## src/rtl/if_id_skid.sv

```systemverilog
// IF/ID pipeline boundary register.
// Carries {pc, inst} from fetch to decode over a valid/ready handshake.
// SKID=1: a 2-entry skid buffer with a registered in_ready, so decode stalls
//         never reach fetch through a combinational path.
// SKID=0: a single entry with a combinational in_ready.
// A synchronous flush drops every held instruction.
// inst_o carries NOP_INST whenever the stage is empty.
module if_id_skid #(
  parameter int unsigned        INST_W   = 32,
  parameter int unsigned        PC_W     = 32,
  parameter logic [INST_W-1:0]  NOP_INST = 32'h0000_0013,
  parameter bit                 SKID     = 1'b1
) (
  input  logic              clk,
  input  logic              rst_n,
  input  logic              in_valid,
  output logic              in_ready,
  input  logic [PC_W-1:0]   pc_i,
  input  logic [INST_W-1:0] inst_i,
  output logic              out_valid,
  input  logic              out_ready,
  output logic [PC_W-1:0]   pc_o,
  output logic [INST_W-1:0] inst_o,
  input  logic              flush_i,
  output logic [1:0]        level_o
);

  // The state encoding doubles as the occupancy count.
  typedef enum logic [1:0] {
    ST_EMPTY = 2'd0,
    ST_ONE   = 2'd1,
    ST_FULL  = 2'd2
  } state_t;

  state_t              r_state;
  logic                r_out_valid;
  logic                r_in_ready;
  logic [PC_W-1:0]     r_pc;
  logic [INST_W-1:0]   r_inst;
  logic [PC_W-1:0]     r_skid_pc;
  logic [INST_W-1:0]   r_skid_inst;

  logic                w_in_ready;
  logic                w_in_fire;
  logic                w_out_fire;

  // in_ready comes from a flop when the skid buffer is present.
  // Without the skid buffer it is derived from the head and from decode.
  generate
    if (SKID) begin : g_skid_ready
      assign w_in_ready = r_in_ready;
    end else begin : g_pass_ready
      // The term rst_n blocks any acceptance during the reset cycle.
      assign w_in_ready = rst_n & (~r_out_valid | out_ready);
    end
  endgenerate

  assign w_in_fire  = in_valid & w_in_ready;
  assign w_out_fire = r_out_valid & out_ready;

  assign in_ready  = w_in_ready;
  assign out_valid = r_out_valid;
  assign pc_o      = r_pc;
  assign inst_o    = r_inst;
  assign level_o   = r_state;

  // Occupancy FSM with registered head, skid entry and handshake outputs.
  // Reset takes priority over flush, and flush takes priority over any fire.
  // NOTE: every state element here uses <= so that all flops sample the
  //       values from before the edge; mixing in = would create ordering races.
  always_ff @(posedge clk) begin
    if (!rst_n) begin
      // NOTE: the skid data registers are left unreset. They are only read
      //       after a write in FULL, so resetting them would add routing and gain nothing.
      r_state     <= ST_EMPTY;
      r_out_valid <= 1'b0;
      r_in_ready  <= 1'b1;
      r_pc        <= '0;
      r_inst      <= NOP_INST;
    end else if (flush_i) begin
      r_state     <= ST_EMPTY;
      r_out_valid <= 1'b0;
      r_in_ready  <= 1'b1;
      r_inst      <= NOP_INST;
    end else begin
      case (r_state)
        ST_EMPTY: begin
          if (w_in_fire) begin
            r_state     <= ST_ONE;
            r_out_valid <= 1'b1;
            r_pc        <= pc_i;
            r_inst      <= inst_i;
          end
        end
        ST_ONE: begin
          if (w_in_fire && w_out_fire) begin
            // The head drains and refills in the same cycle.
            r_pc   <= pc_i;
            r_inst <= inst_i;
          end else if (w_in_fire) begin
            // Decode is stalled, so the new instruction goes into the skid entry.
            // This case cannot occur when SKID=0, because in_ready then requires out_ready.
            r_state     <= ST_FULL;
            r_in_ready  <= 1'b0;
            r_skid_pc   <= pc_i;
            r_skid_inst <= inst_i;
          end else if (w_out_fire) begin
            // pc_o keeps the last PC; only the instruction goes back to NOP.
            r_state     <= ST_EMPTY;
            r_out_valid <= 1'b0;
            r_inst      <= NOP_INST;
          end
        end
        ST_FULL: begin
          if (w_out_fire) begin
            r_state    <= ST_ONE;
            r_in_ready <= 1'b1;
            r_pc       <= r_skid_pc;
            r_inst     <= r_skid_inst;
          end
        end
        default: begin
          r_state     <= ST_EMPTY;
          r_out_valid <= 1'b0;
          r_in_ready  <= 1'b1;
          r_inst      <= NOP_INST;
        end
      endcase
    end
  end

endmodule

```

## config.mk

```make
export PLATFORM = sky130hd
export DESIGN_NAME = if_id_skid
export DESIGN_NICKNAME = d
export VERILOG_FILES = /design/src/rtl/if_id_skid.sv
export SDC_FILE = /design/constraint.sdc
export NUM_CORES = 1
export LEC_CHECK = 0
export BUFFER_PORTS_ARGS = -buffer_cell sky130_fd_sc_hd__buf_2
export CORE_MARGIN = 2
export CORE_UTILIZATION = 55
export CTS_BUF_LIST = sky130_fd_sc_hd__clkbuf_8
export DETAILED_ROUTE_END_ITERATION = 12
export PLACE_DENSITY = 0.79
export SLEW_MARGIN = 20
export SYNTH_ARGS = -nofsm -noshare
export SYNTH_HDL_FRONTEND = slang
export SYNTH_SLANG_ARGS = --single-unit
```

## constraint.sdc

```tcl
create_clock -name clk -period 9 [get_ports clk]
set_input_delay 1.8 -clock clk [delete_from_list [all_inputs] [get_ports clk]]
set_output_delay 1.8 -clock clk [all_outputs]
set_load 0.03 [all_outputs]
```

==> results of run 1 <==
flip-flops by register name, summed over array words and instances (netlist names):
register and count:
in_ready 1, inst_o 32, level_o 2, out_valid 1
pc_o 32, r_skid_inst 32, r_skid_pc 32
cell families after synthesis:
group	share of synthesized area, %
AOI/OAI and AO/OA	17.9
xor gates and xnor gates	0.311
muxes	5.16
and+or+nand+nor	13.8
DFF	58.4
buffers and inverters	4.40
routing by layer:
metal	share of wire [%]	global-route usage, %
met1	41	32.0
met2	49	39.3
met3	7.5	6.05
met4	2.5	11.0
met5	0	0
tightest hold or removal path, cell delays in order, from the launching register on:
cell	delay (ns)
dfxtp_1	0.33
o22ai_1	0.08
nand2_1	0.06
area by class of cell:
cell class                 instances  share of cell area [%]
multi-input combinational        317                    31.6
sequential                       132                    48.7
clock inverter                    11                    1.65
clock buffer                      21                    4.28
timing repair buffer             147                    11.3
tap                              133                    2.47
inverter                           1                  0.0556
stage by stage:
stage	total power [µW]	utilization [%]	area, µm²
global route	1370	68.4	6750
CTS	1330	68.4	6750
floorplan	789	-	5630
finish	1320	68.4	6750
global placement	837	64.2	6330
detailed placement	845	64.3	6350
worst paths after layout:
check / end / slack, ns / cells after the start
hold reg to reg: inst_o[4] / 0.50 / 2
setup / recovery: pc_o[24] / 5.28 / 6
hold / removal: inst_o[4] / 0.50 / 2
setup reg to reg: pc_o[24] / 6.11 / 6
synthesized netlist by cell type:
master	n	share of area (%)
a311oi_2	28	7.5
o21bai_1	1	0.13
nand2b_4	1	0.24
buf_2	9	0.80
a311oi_1	4	0.62
dfxtp_1	68	24
buf_6	4	0.80
a2bb2oi_1	1	0.16
a22oi_1	29	3.9
buf_4	3	0.40
nand4_1	29	3.2
o21a_1	2	0.27
xor2_1	1	0.16
o22a_1	3	0.47
a21o_1	1	0.13
and2_1	1	0.11
nor2b_1	1	0.11
mux2i_1	29	5.2
nor3_1	2	0.18
inv_1	1	0.067
nand2b_1	2	0.22
o21ai_0	1	0.089
buf_1	2	0.13
nor2_1	63	4.2
clkbuf_1	33	2.2
edfxtp_1	64	34
a21oi_1	4	0.36
nand3_1	2	0.18
o22ai_1	35	3.9
nand3b_4	1	0.36
xnor2_1	1	0.16
nand3b_1	1	0.13
a221oi_4	1	0.47
nand2_1	73	4.9
report_power, final:
group / internal, µW / switching [µW] / leakage, µW
clock network: 272 / 219 / 0.000204
logic: 58.5 / 117 / 0.00121
registers: 648 / 9.44 / 0.00113
==> results.cfg, run 1 <==
[place]
dp.cells = 730
dp_hpwl_um = 8560
pre_cts_ws_ns = 4.87
gp_congestion = 0.774
portBuffers = 136

[cts]
cts_tree = yes
worstSkewPairLatency_ns = 0.44
cts_resized = 0
clock_sinks = 132
cts_htree_levels = 4
cts_root_buf = clkbuf_8
clk_path_buf_depth = 2
holdBufCountCts = 0
clk_pin_slew_ns = 0.07
numCtsBuffers = 17
cts_setup_buffers = 0

[grt]
grt-ovfl-total = 0
grt_first_pass_wirelength_um = 21700
grt_pass1_vias = 4302
grtUsageTotal_pct = 24.7
antenna_found_initial = 0
grt_max_degree = 65

[power]
power_density_nw_per_um2 = 196
p_leak_uw = 0.00255
peakVddDrop_mv = 0.115

[timing]
max_freq_mhz = 269
hold_viol_final = 0
final-setup-viol-count = 0
relSlewSlack_pct = 42.1
period_share_pct = 41.3
whs_ns = 0.500
max_slew.worst_pin.slew_ns = 0.868
tns_ns = 0
finalClockSkew_ns = 0.0131
layout_setup_ws_ns = 5.28
drv_slew = 0
fin_crit_ns = 3.72
rsz0062_at_grt = no

[routing]
finalWirelength_um = 13500
route.vias.total = 4585
firstDrtPassIters = 5
drt_iter0_drc = 429
viasPerCell = 6.02
drtAntennaViolNets = 0
drc = 0
wl_per_cell_um = 17.7

[setup_path]
max_stage_delay_ns = 0.63
crit_fanout = 64
reg2reg_from = level_o[1]
critPathCaptureType = register
cp_data_required_time_ns = 9.33
crit_buf_inv = 2
cp_slowest_cell = buf_4
crit_path_start_kind = input pin
critPathTopFamily = buffers and inverters
worstPathArrival_ns = 4.05
cp_cell_sequence = buf_2 > nand2_1 > a221oi_4 > buf_4 > nor2_1 > a311oi_2
crit_start = out_ready
crit_type = in2reg

[worst_hold_path]
hold_path_class = reg2reg
worstHoldStart = inst_o[4]

[die]
dieArea_um2 = 11100
die_x_um = 105
core-area_um2 = 9860
io_pins = 137
core.rowCount = 36
start_util_pct = 57.0
die_h_um = 105

[final_layout]
ff_latch_area_um2 = 3280
finalNetCount = 685
mostFrequentLayoutCells = 136 x buf_2, 73 x nand2_1, 67 x dfxtp_1, 64 x edfxtp_1, 63 x nor2_1
area_growth_syn_to_layout_pct = 20.0
final_common_cell = buf_2
fillers = 752
layout-drive-gt1-share_pct = 33.9
multiInputGateArea_um2 = 2130
antenna_cells = 0
final_cells = 762

[yosys]
syn_nets = 570
syn_avg_cell_area_um2 = 11.2
ys.warnings.count = 0
netlist_area_um2 = 5630
ys_ff_latch = 132
syn_inst = 501
seq_area_frac_synth_pct = 58.4
ys_types = 34

[outcome]
status = completed

[job]
cap_violations = 0
Note: power is estimated with default switching activity, not from simulation.
==> run 2: changes to the inputs <==
Settings changed: CORE_UTILIZATION 55 to 50, PLACE_DENSITY 0.79 to 0.75.
Clock period 9 ns to 3.3 ns, I/O delays scaled along.
==> run 2 against run 1 <==
Compared with the run above:
- cell count increased by 1.3%
- critical endpoint is now pc_o[9]
- via count fell by 2.1%
- largest cell class unchanged
- sequential share of layout area down 0.090 points
- combinational power increased to 2.7 times the previous value
- register-to-register slack got worse by 5.3 ns
- sequential power grew to 2.7 times the previous value
==> results.cfg, run 2 (synthesis results as in run 1) <==
[outcome]
status = completed

[timing]
final-setup-viol-count = 0
max_slew.worst_pin.slew_ns = 0.729
fin_crit_ns = 2.51
tns_ns = 0
drv_slew = 0
whs_ns = 0.396
period_share_pct = 76.0
finalClockSkew_ns = 0.00760
rsz0062_at_grt = no
hold_viol_final = 0
relSlewSlack_pct = 51.4
max_freq_mhz = 399

[place]
dpl_cell_area_um2 = 6410
portBuffers = 136
dp_hpwl_um = 8720
gp_congestion = 0.743
dp.cells = 740

[final_layout]
final_area_um2 = 6770
finalNetCount = 688
layout-drive-gt1-share_pct = 34.3
fillers = 913
antenna_cells = 0
area_growth_syn_to_layout_pct = 20.3
final_cells = 772
final_common_cell = buf_2
mostFrequentLayoutCells = 136 x buf_2, 73 x nand2_1, 66 x dfxtp_1, 64 x edfxtp_1, 63 x nor2_1

[routing]
drt_iter0_drc = 377
viasPerCell = 5.81
firstDrtPassIters = 5
wl_per_cell_um = 17.4
route.vias.total = 4488
drtAntennaViolNets = 0
finalWirelength_um = 13400
drc = 0

[grt]
grt_pass1_vias = 4244
grtUsageTotal_pct = 22.5
grt-ovfl-total = 0
grt_max_degree = 65
antenna_found_initial = 0
grt_first_pass_wirelength_um = 20800

[power]
switchingPower_uw = 943
p_sw_share_pct = 27.0
intPower_uw = 2550
clkPwrFrac_pct = 34.9
peakVddDrop_mv = 0.351
power_density_nw_per_um2 = 516
power_frac_comb_pct = 13.6
seqPwrFrac_pct = 51.5
p_leak_uw = 0.00257

[cts]
cts_tree = yes
clock_sinks = 132
clk_path_buf_depth = 2
worstSkewPairLatency_ns = 0.45
cts_htree_levels = 4
cts_root_buf = clkbuf_8
cts_setup_buffers = 0
numCtsBuffers = 17
cts_resized = 0
holdBufCountCts = 0
clk_pin_slew_ns = 0.07

[job]
cap_violations = 0

[setup_path]
crit_path_start_kind = register
critPathCaptureType = register
worstPathArrival_ns = 2.87
reg2reg_from = out_valid
r2r_cells = 5
cp_slowest_cell = dfxtp_1
max_stage_delay_ns = 0.79
crit_type = reg2reg
cp_data_required_time_ns = 3.66
crit_fanout = 19
crit_start = out_valid
cp_cell_sequence = nand2_1 > a221oi_4 > buf_4 > nor2_1 > a311oi_2

[die]
die_x_um = 110
core.rowCount = 38
die_h_um = 110
io_pins = 137
dieArea_um2 = 12100
start_util_pct = 51.7
core-area_um2 = 10900

[worst_hold_path]
hold_path_class = in2reg
worstHoldStart = pc_i[7]
hold_depth = 1
## run 2: path summary, 6_finish.rpt
| check | slack (ns) | endpoint |
|---|---|---|
| max | 0.79 | pc_o[9] |
| min | 0.40 | r_skid_pc[7] |
| max reg2reg | 0.79 | pc_o[9] |
| min reg2reg | 0.49 | inst_o[0] |
## run 2: final cells by class
cell class                 count  area (µm²)  share of cell area [%]
timing repair buffer         150         823                    12.2
clock buffer                  19         262                    3.87
clock inverter                13        92.6                    1.37
tap                          140         175                    2.59
multi-input combinational    317        2120                    31.4
sequential                   132        3290                    48.6
inverter                       1        3.75                  0.0555
## run 2: power by group through the flow
stage,sequential [µW],clock [µW],combinational [µW]
2_1_floorplan,1920,0,237
3_3_place_gp,1830,0,462
3_5_place_dp,1830,0,477
4_1_cts,1800,1250,478
5_1_grt,1800,1310,516
6_report,1800,1220,476
## run 2: through the flow
step / setup slack [ns] / utilization (%) / power (µW)
floorplan: 0.0893 / - / 2150
global placement: 0.946 / 58.9 / 2290
detailed placement: 0.829 / 58.9 / 2310
CTS: 0.797 / 62.1 / 3530
global route: 0.683 / 62.1 / 3630
finish: 0.793 / 62.1 / 3490
## run 2: layer usage
layer / share of wire (%) / routed length [µm] / global-route usage [%]
met1: 42 / 5660 / 27.0
met5: 0 / 0 / 0
met3: 7.5 / 1010 / 6.53
met2: 49 / 6560 / 37.7
met4: 1.6 / 211 / 9.49
## run 2: critical path, delay by kind of cell (launching register included)
kind / cells / cell delay [ns]
AO/OA/AOI/OAI: 2 / 0.85
flip-flops: 1 / 0.79
AND/OR/NAND/NOR: 2 / 0.43
buffers and inverters: 1 / 0.34
